## src/rtl/booth_mac_accum.sv

```systemverilog
// Pipelined signed multiply-accumulate: operand register, radix-4 Booth multiplier,
// product register, wide wrapping accumulator with sticky per-group overflow.

module booth_mul #(
  parameter int W = 16
) (
  input  logic signed [W-1:0]   x,
  input  logic signed [W-1:0]   y,
  output logic signed [2*W-1:0] prod
);

  logic [W:0]             y_ext;
  logic [2:0]             trip;
  logic signed [2*W-1:0]  x_ext;
  logic signed [2*W-1:0]  pp;

  // Radix-4 recoding: each overlapping triplet of y selects 0, +-x or +-2x.
  always_comb begin
    // NOTE: every variable gets a default before the loop so no latch can be inferred.
    prod  = '0;
    pp    = '0;
    trip  = '0;
    y_ext = {y, 1'b0};
    x_ext = {{W{x[W-1]}}, x};
    for (int i = 0; i < W / 2; i++) begin
      trip = y_ext[2*i +: 3];
      unique case (trip)
        3'b001, 3'b010: pp = x_ext;
        3'b011:         pp = x_ext <<< 1;
        3'b100:         pp = -(x_ext <<< 1);
        3'b101, 3'b110: pp = -x_ext;
        default:        pp = '0;
      endcase
      prod = prod + (pp <<< (2 * i));
    end
  end

endmodule

module booth_mac_accum #(
  parameter int W     = 16,
  parameter int ACC_W = 40
) (
  input  logic             clk,
  input  logic             rst,
  input  logic             in_valid,
  output logic             in_ready,
  input  logic [W-1:0]     in_x,
  input  logic [W-1:0]     in_y,
  input  logic             in_last,
  output logic             out_valid,
  input  logic             out_ready,
  output logic [ACC_W-1:0] out_acc,
  output logic             out_ovf
);

  logic                    en;
  logic                    take;

  logic signed [W-1:0]     s1_x;
  logic signed [W-1:0]     s1_y;
  logic                    s1_last;
  logic                    s1_v;

  logic signed [2*W-1:0]   prod;
  logic signed [2*W-1:0]   s2_p;
  logic                    s2_last;
  logic                    s2_v;

  logic signed [ACC_W-1:0] acc;
  logic                    ovf;
  logic signed [ACC_W-1:0] ext;
  logic signed [ACC_W-1:0] sum;
  logic                    ovf_now;

  // A held result stalls every stage at once, so nothing in flight moves or drops.
  assign en       = !(out_valid && !out_ready);
  assign in_ready = en;
  assign take     = in_valid && in_ready;

  booth_mul #(.W(W)) u_mul (
    .x    (s1_x),
    .y    (s1_y),
    .prod (prod)
  );

  always_comb begin
    ext     = ACC_W'(s2_p);
    sum     = acc + ext;
    ovf_now = (acc[ACC_W-1] == ext[ACC_W-1]) && (sum[ACC_W-1] != acc[ACC_W-1]);
  end

  // NOTE: payload registers carry no reset; their valid bits gate every use of them.
  always_ff @(posedge clk) begin
    if (en) begin
      if (take) begin
        s1_x    <= signed'(in_x);
        s1_y    <= signed'(in_y);
        s1_last <= in_last;
      end
      s2_p    <= prod;
      s2_last <= s1_last;
    end
  end

  // NOTE: non-blocking assignments so every stage samples the pre-edge value of its source.
  always_ff @(posedge clk) begin
    if (rst) begin
      s1_v      <= 1'b0;
      s2_v      <= 1'b0;
      acc       <= '0;
      ovf       <= 1'b0;
      out_valid <= 1'b0;
      out_acc   <= '0;
      out_ovf   <= 1'b0;
    end else if (en) begin
      s1_v <= take;
      s2_v <= s1_v;
      if (s2_v) begin
        if (s2_last) begin
          out_acc <= sum;
          out_ovf <= ovf | ovf_now;
          acc     <= '0;
          ovf     <= 1'b0;
        end else begin
          acc <= sum;
          ovf <= ovf | ovf_now;
        end
      end
      // A fresh result on the consume edge replaces the old one without a bubble.
      if (s2_v && s2_last) begin
        out_valid <= 1'b1;
      end else if (out_valid && out_ready) begin
        out_valid <= 1'b0;
      end
    end
  end

endmodule

```

## config.mk

```make
export PLATFORM = sky130hd
export DESIGN_NAME = booth_mac_accum
export DESIGN_NICKNAME = d
export VERILOG_FILES = /design/src/rtl/booth_mac_accum.sv
export SDC_FILE = /design/constraint.sdc
export NUM_CORES = 1
export LEC_CHECK = 0
export CAP_MARGIN = 20
export CORE_MARGIN = 2
export CORE_UTILIZATION = 57
export DETAILED_ROUTE_END_ITERATION = 10
export PLACE_DENSITY = 0.87
export SLEW_MARGIN = 20
export SYNTH_ARGS = -nofsm -noshare
export SYNTH_HDL_FRONTEND = slang
export SYNTH_SLANG_ARGS = --single-unit
```

## constraint.sdc

```tcl
create_clock -name clk -period 7.65 [get_ports clk]
set_clock_uncertainty 0.2 [all_clocks]
set_input_delay 1.53 -clock clk [delete_from_list [all_inputs] [get_ports clk]]
set_output_delay 1.53 -clock clk [all_outputs]
set_load 0.01 [all_outputs]
```

==> flow_summary.rst, run 1 <==
.. list-table::
   :header-rows: 1

   * - Metric
     - Value
   * - Outcome
     - finished, final reports clean
   * - Count of boundary I/O pins
     - 80
   * - Via count
     - 17800
   * - Critical path type
     - reg -> reg
   * - Cell repeated most along the worst path
     - sky130_fd_sc_hd__fa_1
   * - XOR/XNOR share of the synthesized area
     - 0.0705
   * - Y dimension of the die
     - roughly 180 um
   * - Syn Nets
     - 2342
   * - Critical-path maximum fanout
     - 7
   * - Clock tree from TritonCTS
     - built
   * - Maximum buffer depth of the clock tree
     - 2
   * - Maximum Capacitance Violations
     - 0
   * - Routability Congestion
     - 1.04
   * - Final Hold Violating Endpoints
     - 0
   * - Worst VDD drop
     - 0.000343 V
   * - Arithmetic-cell share of the synthesized area counting full adders, half adders and majority gates
     - 0.218
   * - Master of the slowest instance on the critical path
     - sky130_fd_sc_hd__fa_1
   * - DRC Markers
     - 0
   * - Combined buffer and inverter count along the critical path
     - 4
   * - Row Count
     - 63
   * - Total of warnings raised by yosys
     - 0
   * - Via-to-Cell Ratio
     - 6.86
   * - Dominant combinational cell family by area after synthesis
     - compound AO/OA/AOI/OAI gates
   * - Die Width
     - 178 um
   * - Period utilization
     - 0.976
   * - Growth of design area from synthesis to finish
     - 15.9%
   * - Post-synthesis register bit count
     - 151
   * - Starting utilization of the core area
     - 0.579
   * - Cell types with the largest area share after synthesis
     - sky130_fd_sc_hd__fa_1, sky130_fd_sc_hd__edfxtp_1, sky130_fd_sc_hd__dfxtp_1
   * - Sequential share of the synthesized area
     - 0.214
   * - Final HPWL DP
     - roughly 52000 um
   * - Number of global-route vias before repair
     - 17400
   * - Synth top area share
     - 0.154
   * - Worst hold slack after final layout
     - 231 ps
   * - Cell total after placement
     - 2558
   * - H-tree Lvls
     - 4
   * - Wire per inst
     - between 20 and 30 um
   * - Final non-filler cell total
     - 2596
   * - Count of endpoints failing setup in the final report
     - 0
   * - Element type at the critical path start
     - flop
   * - Clock Pin Slew Worst Setup and Hold Paths
     - 70 ps
   * - Cell family contributing the most delay on the critical path
     - adder cells
   * - Count of final max-slew check failures
     - 0
   * - Maximum single-stage delay on the critical path
     - 580 ps
   * - Placeable core region
     - 29700 sq um
   * - Inserted Diodes
     - 0
   * - Fraction of layout instances using a drive strength above 1
     - 0.122
   * - Post-synthesis mux area share
     - 0.0128
   * - Buffer type at the clock tree root
     - sky130_fd_sc_hd__clkbuf_16
   * - Clock insertion delay at the later pin of the skew report
     - 470 ps
   * - Wire length reported by the detailed router
     - 70000 um
   * - Initial antenna violation count
     - 0
   * - Total number of nets in the final design
     - 2450
   * - Minimum clock period
     - 7470 ps
   * - Post-synthesis area per instance
     - slightly above 8 sq um
   * - Number of enable flip-flop cells after synthesis
     - 66
   * - Total of buffers placed on input and output ports
     - 79
   * - Final core utilization
     - 0.671
   * - Pin count of the biggest net entering global routing
     - 54
   * - Congestion Overflow GR
     - 0
   * - Signal arrival time at the worst endpoint
     - 7470 ps
   * - Global routing usage summed across all routing layers
     - 0.442
   * - Critical Path RT
     - between 7000 and 8000 ps
   * - FMAX
     - 0.134 GHz
   * - Hold WC Path Type
     - reg -> reg
   * - Post-layout worst setup margin
     - 182 ps
   * - Die ar.
     - 31600 sq um
   * - Biggest area consumer among synthesized cells
     - sky130_fd_sc_hd__fa_1
   * - Rel. slew slack
     - 0.248
   * - Simple-gate area share of the yosys netlist
     - 0.132
   * - DRC violation total after the first TritonRoute iteration
     - around 2400
   * - Clock buffers created by TritonCTS
     - 17
   * - Leakage power
     - roughly 8.5 nW
   * - TritonRoute pass-1 iters
     - 7
   * - Pwr Density
     - 414 nW/um^2
   * - Worst slack at placement
     - -137 ps
   * - Total Negative Setup Slacks
     - 0 ps
   * - # clock sinks
     - 151
   * - Compound-gate portion of the synthesized area
     - 0.272
   * - Synth Flop Type
     - sky130_fd_sc_hd__dfxtp_1
   * - Filler cell count
     - 2400
   * - Netlist area before placement
     - about 17000 sq um
   * - Crit. End Element
     - flop
   * - Fraction of synthesis flops using an asynchronous set or reset pin
     - 0
   * - Post-synthesis cell type count
     - 83
   * - Remaining number of nets flagged by the antenna check after routing
     - 0
   * - Worst-margin pin slew
     - between 1000 and 1500 ps
   * - Hold-fix buffers at CTS
     - 0
   * - Global-route wire length before repair
     - 104000 um
   * - Cells after synthesis
     - 2085
==> layout by cell type (no fill, tap or decap), types with 52 or more instances in the layout <==
cell type / Yosys / layout
sky130_fd_sc_hd__xnor2_1: 98 / 97
sky130_fd_sc_hd__nand2_1: 158 / 158
sky130_fd_sc_hd__a22oi_1: 52 / 52
sky130_fd_sc_hd__a21oi_1: 201 / 198
sky130_fd_sc_hd__inv_1: 176 / 176
sky130_fd_sc_hd__a221oi_1: 97 / 96
sky130_fd_sc_hd__ha_1: 88 / 88
sky130_fd_sc_hd__dfxtp_1: 85 / 85
sky130_fd_sc_hd__nor2_1: 189 / 187
sky130_fd_sc_hd__clkdlybuf4s50_1: 0 / 78
sky130_fd_sc_hd__buf_4: 1 / 188
sky130_fd_sc_hd__fa_1: 132 / 132
sky130_fd_sc_hd__o21ai_0: 122 / 119
sky130_fd_sc_hd__edfxtp_1: 66 / 66
==> power breakdown <==
group          leakage, nW  switching (mW)  internal, mW
registers             1.36          0.0879          1.22
logic                 6.87            3.35          2.69
clock network        0.301           0.387         0.516
==> sequential cells by signal, summed over array words and instances (netlist names), 16 cells and up <==
| signal | flops |
|---|---|
| s2_p | 32 |
| out_acc | 40 |
| acc | 40 |
| s1_x | 16 |
| s1_y | 16 |
==> path summary, 6_finish.rpt <==
| check | from | to | slack [ps] | cells after the start |
|---|---|---|---|---|
| min reg2reg | s1_last | s2_last | 230 | 0 |
| max | s1_x[1] | s2_p[30] | 180 | 26 |
| max reg2reg | s1_x[1] | s2_p[30] | 180 | 26 |
| min | s1_last | s2_last | 230 | 0 |
==> cell usage after synthesis (16+ instances only) <==
master                       n
sky130_fd_sc_hd__buf_1      21
sky130_fd_sc_hd__a21o_1     35
sky130_fd_sc_hd__a22oi_1    52
sky130_fd_sc_hd__clkbuf_1  146
sky130_fd_sc_hd__nor3_1     30
sky130_fd_sc_hd__ha_1       88
sky130_fd_sc_hd__nand2_1   158
sky130_fd_sc_hd__a22o_1     30
sky130_fd_sc_hd__xnor2_1    98
sky130_fd_sc_hd__edfxtp_1   66
sky130_fd_sc_hd__o21ai_0   122
sky130_fd_sc_hd__dfxtp_1    85
sky130_fd_sc_hd__a221oi_1   97
sky130_fd_sc_hd__nand3_1    19
sky130_fd_sc_hd__nor2_1    189
sky130_fd_sc_hd__a21oi_1   201
sky130_fd_sc_hd__xor2_1     36
sky130_fd_sc_hd__a31oi_1    16
sky130_fd_sc_hd__o22ai_1    28
sky130_fd_sc_hd__mux2i_1    22
sky130_fd_sc_hd__inv_1     176
sky130_fd_sc_hd__fa_1      132
sky130_fd_sc_hd__nand4_1    16
==> worst register-to-register path: stages, from the launching register on <==
cell and delay (ps):
sky130_fd_sc_hd__edfxtp_1 420, sky130_fd_sc_hd__inv_1 100, sky130_fd_sc_hd__ha_1 180, sky130_fd_sc_hd__or3b_4 420
sky130_fd_sc_hd__or3_1 340, sky130_fd_sc_hd__or3_1 350, sky130_fd_sc_hd__xnor2_1 140, sky130_fd_sc_hd__buf_4 180
sky130_fd_sc_hd__o21ai_1 260, sky130_fd_sc_hd__a22oi_1 110, sky130_fd_sc_hd__a21oi_1 250, sky130_fd_sc_hd__fa_1 490
sky130_fd_sc_hd__fa_1 540, sky130_fd_sc_hd__fa_1 580, sky130_fd_sc_hd__inv_1 70, sky130_fd_sc_hd__fa_1 520
sky130_fd_sc_hd__inv_1 50, sky130_fd_sc_hd__ha_1 310, sky130_fd_sc_hd__a21o_1 180, sky130_fd_sc_hd__a21oi_1 190
sky130_fd_sc_hd__o211ai_1 140, sky130_fd_sc_hd__a221oi_2 330, sky130_fd_sc_hd__o21ai_1 170, sky130_fd_sc_hd__o21ai_2 220
sky130_fd_sc_hd__o21ba_2 180, sky130_fd_sc_hd__o21ai_0 120, sky130_fd_sc_hd__xnor2_1 160
==> per-stage QoR <==
stage | total power [mW] | area (sq um)
global placement | 6.67 | 19200
CTS | 7.95 | 19800
global route | 8.88 | 19900
detailed placement | 6.99 | 19200
finish | 8.25 | 19900
floorplan | 5.22 | 17200
==> metal layers <==
| metal | vias to the layer above | share of wire | track usage |
|---|---|---|---|
| met1 | 8486 | 0.37 | 0.541 |
| met2 | 1313 | 0.45 | 0.709 |
| met5 | - | 0 | 0 |
| met4 | 0 | 0.058 | 0.233 |
| met3 | 328 | 0.12 | 0.123 |
| li1 | 7670 | - | - |
==> cells by family (layout without fill, tap and decap cells) <==
kind of cell,count (synthesis),after routing
AO/OA/AOI/OAI,701,701
AND/OR/NAND/NOR,495,495
buffers and inverters,360,481
adder cells (fa/ha/maj),220,220
flip-flops,151,151
XOR/XNOR,136,136
multiplexers,22,22
==> what timing repair did <==
action / CTS / global route
pin swaps: 0 / 4
buffers inserted: 0 / 5
gates resized for setup: 4 / 15
setup endpoints to repair: 3 / 7
==> layout make-up <==
cell class / count / area (sq um) / share of cell area
clock buffers: 21 / 472 / 0.0237
flip-flops and latches: 151 / 3680 / 0.185
multi-input cells: 1574 / 12300 / 0.614
clock inverters: 11 / 136 / 0.00684
well taps: 390 / 488 / 0.0245
repair buffers: 268 / 2220 / 0.112
inverters: 181 / 682 / 0.0342
(Power assumes the default switching activity.)
==> run 2: changes to the inputs <==
--- a/config.mk
+++ b/config.mk
@@ -5,9 +5,11 @@
 export SDC_FILE = /design/constraint.sdc
 export NUM_CORES = 1
 export LEC_CHECK = 0
+export ABC_AREA = 0
 export CAP_MARGIN = 20
 export CORE_MARGIN = 2
 export CORE_UTILIZATION = 57
+export CTS_CLUSTER_SIZE = 20
 export DETAILED_ROUTE_END_ITERATION = 10
 export PLACE_DENSITY = 0.87
 export SLEW_MARGIN = 20
==> results of run 2 <==
Same layout as run 1: the final DEF is identical, and so are final timing and power.
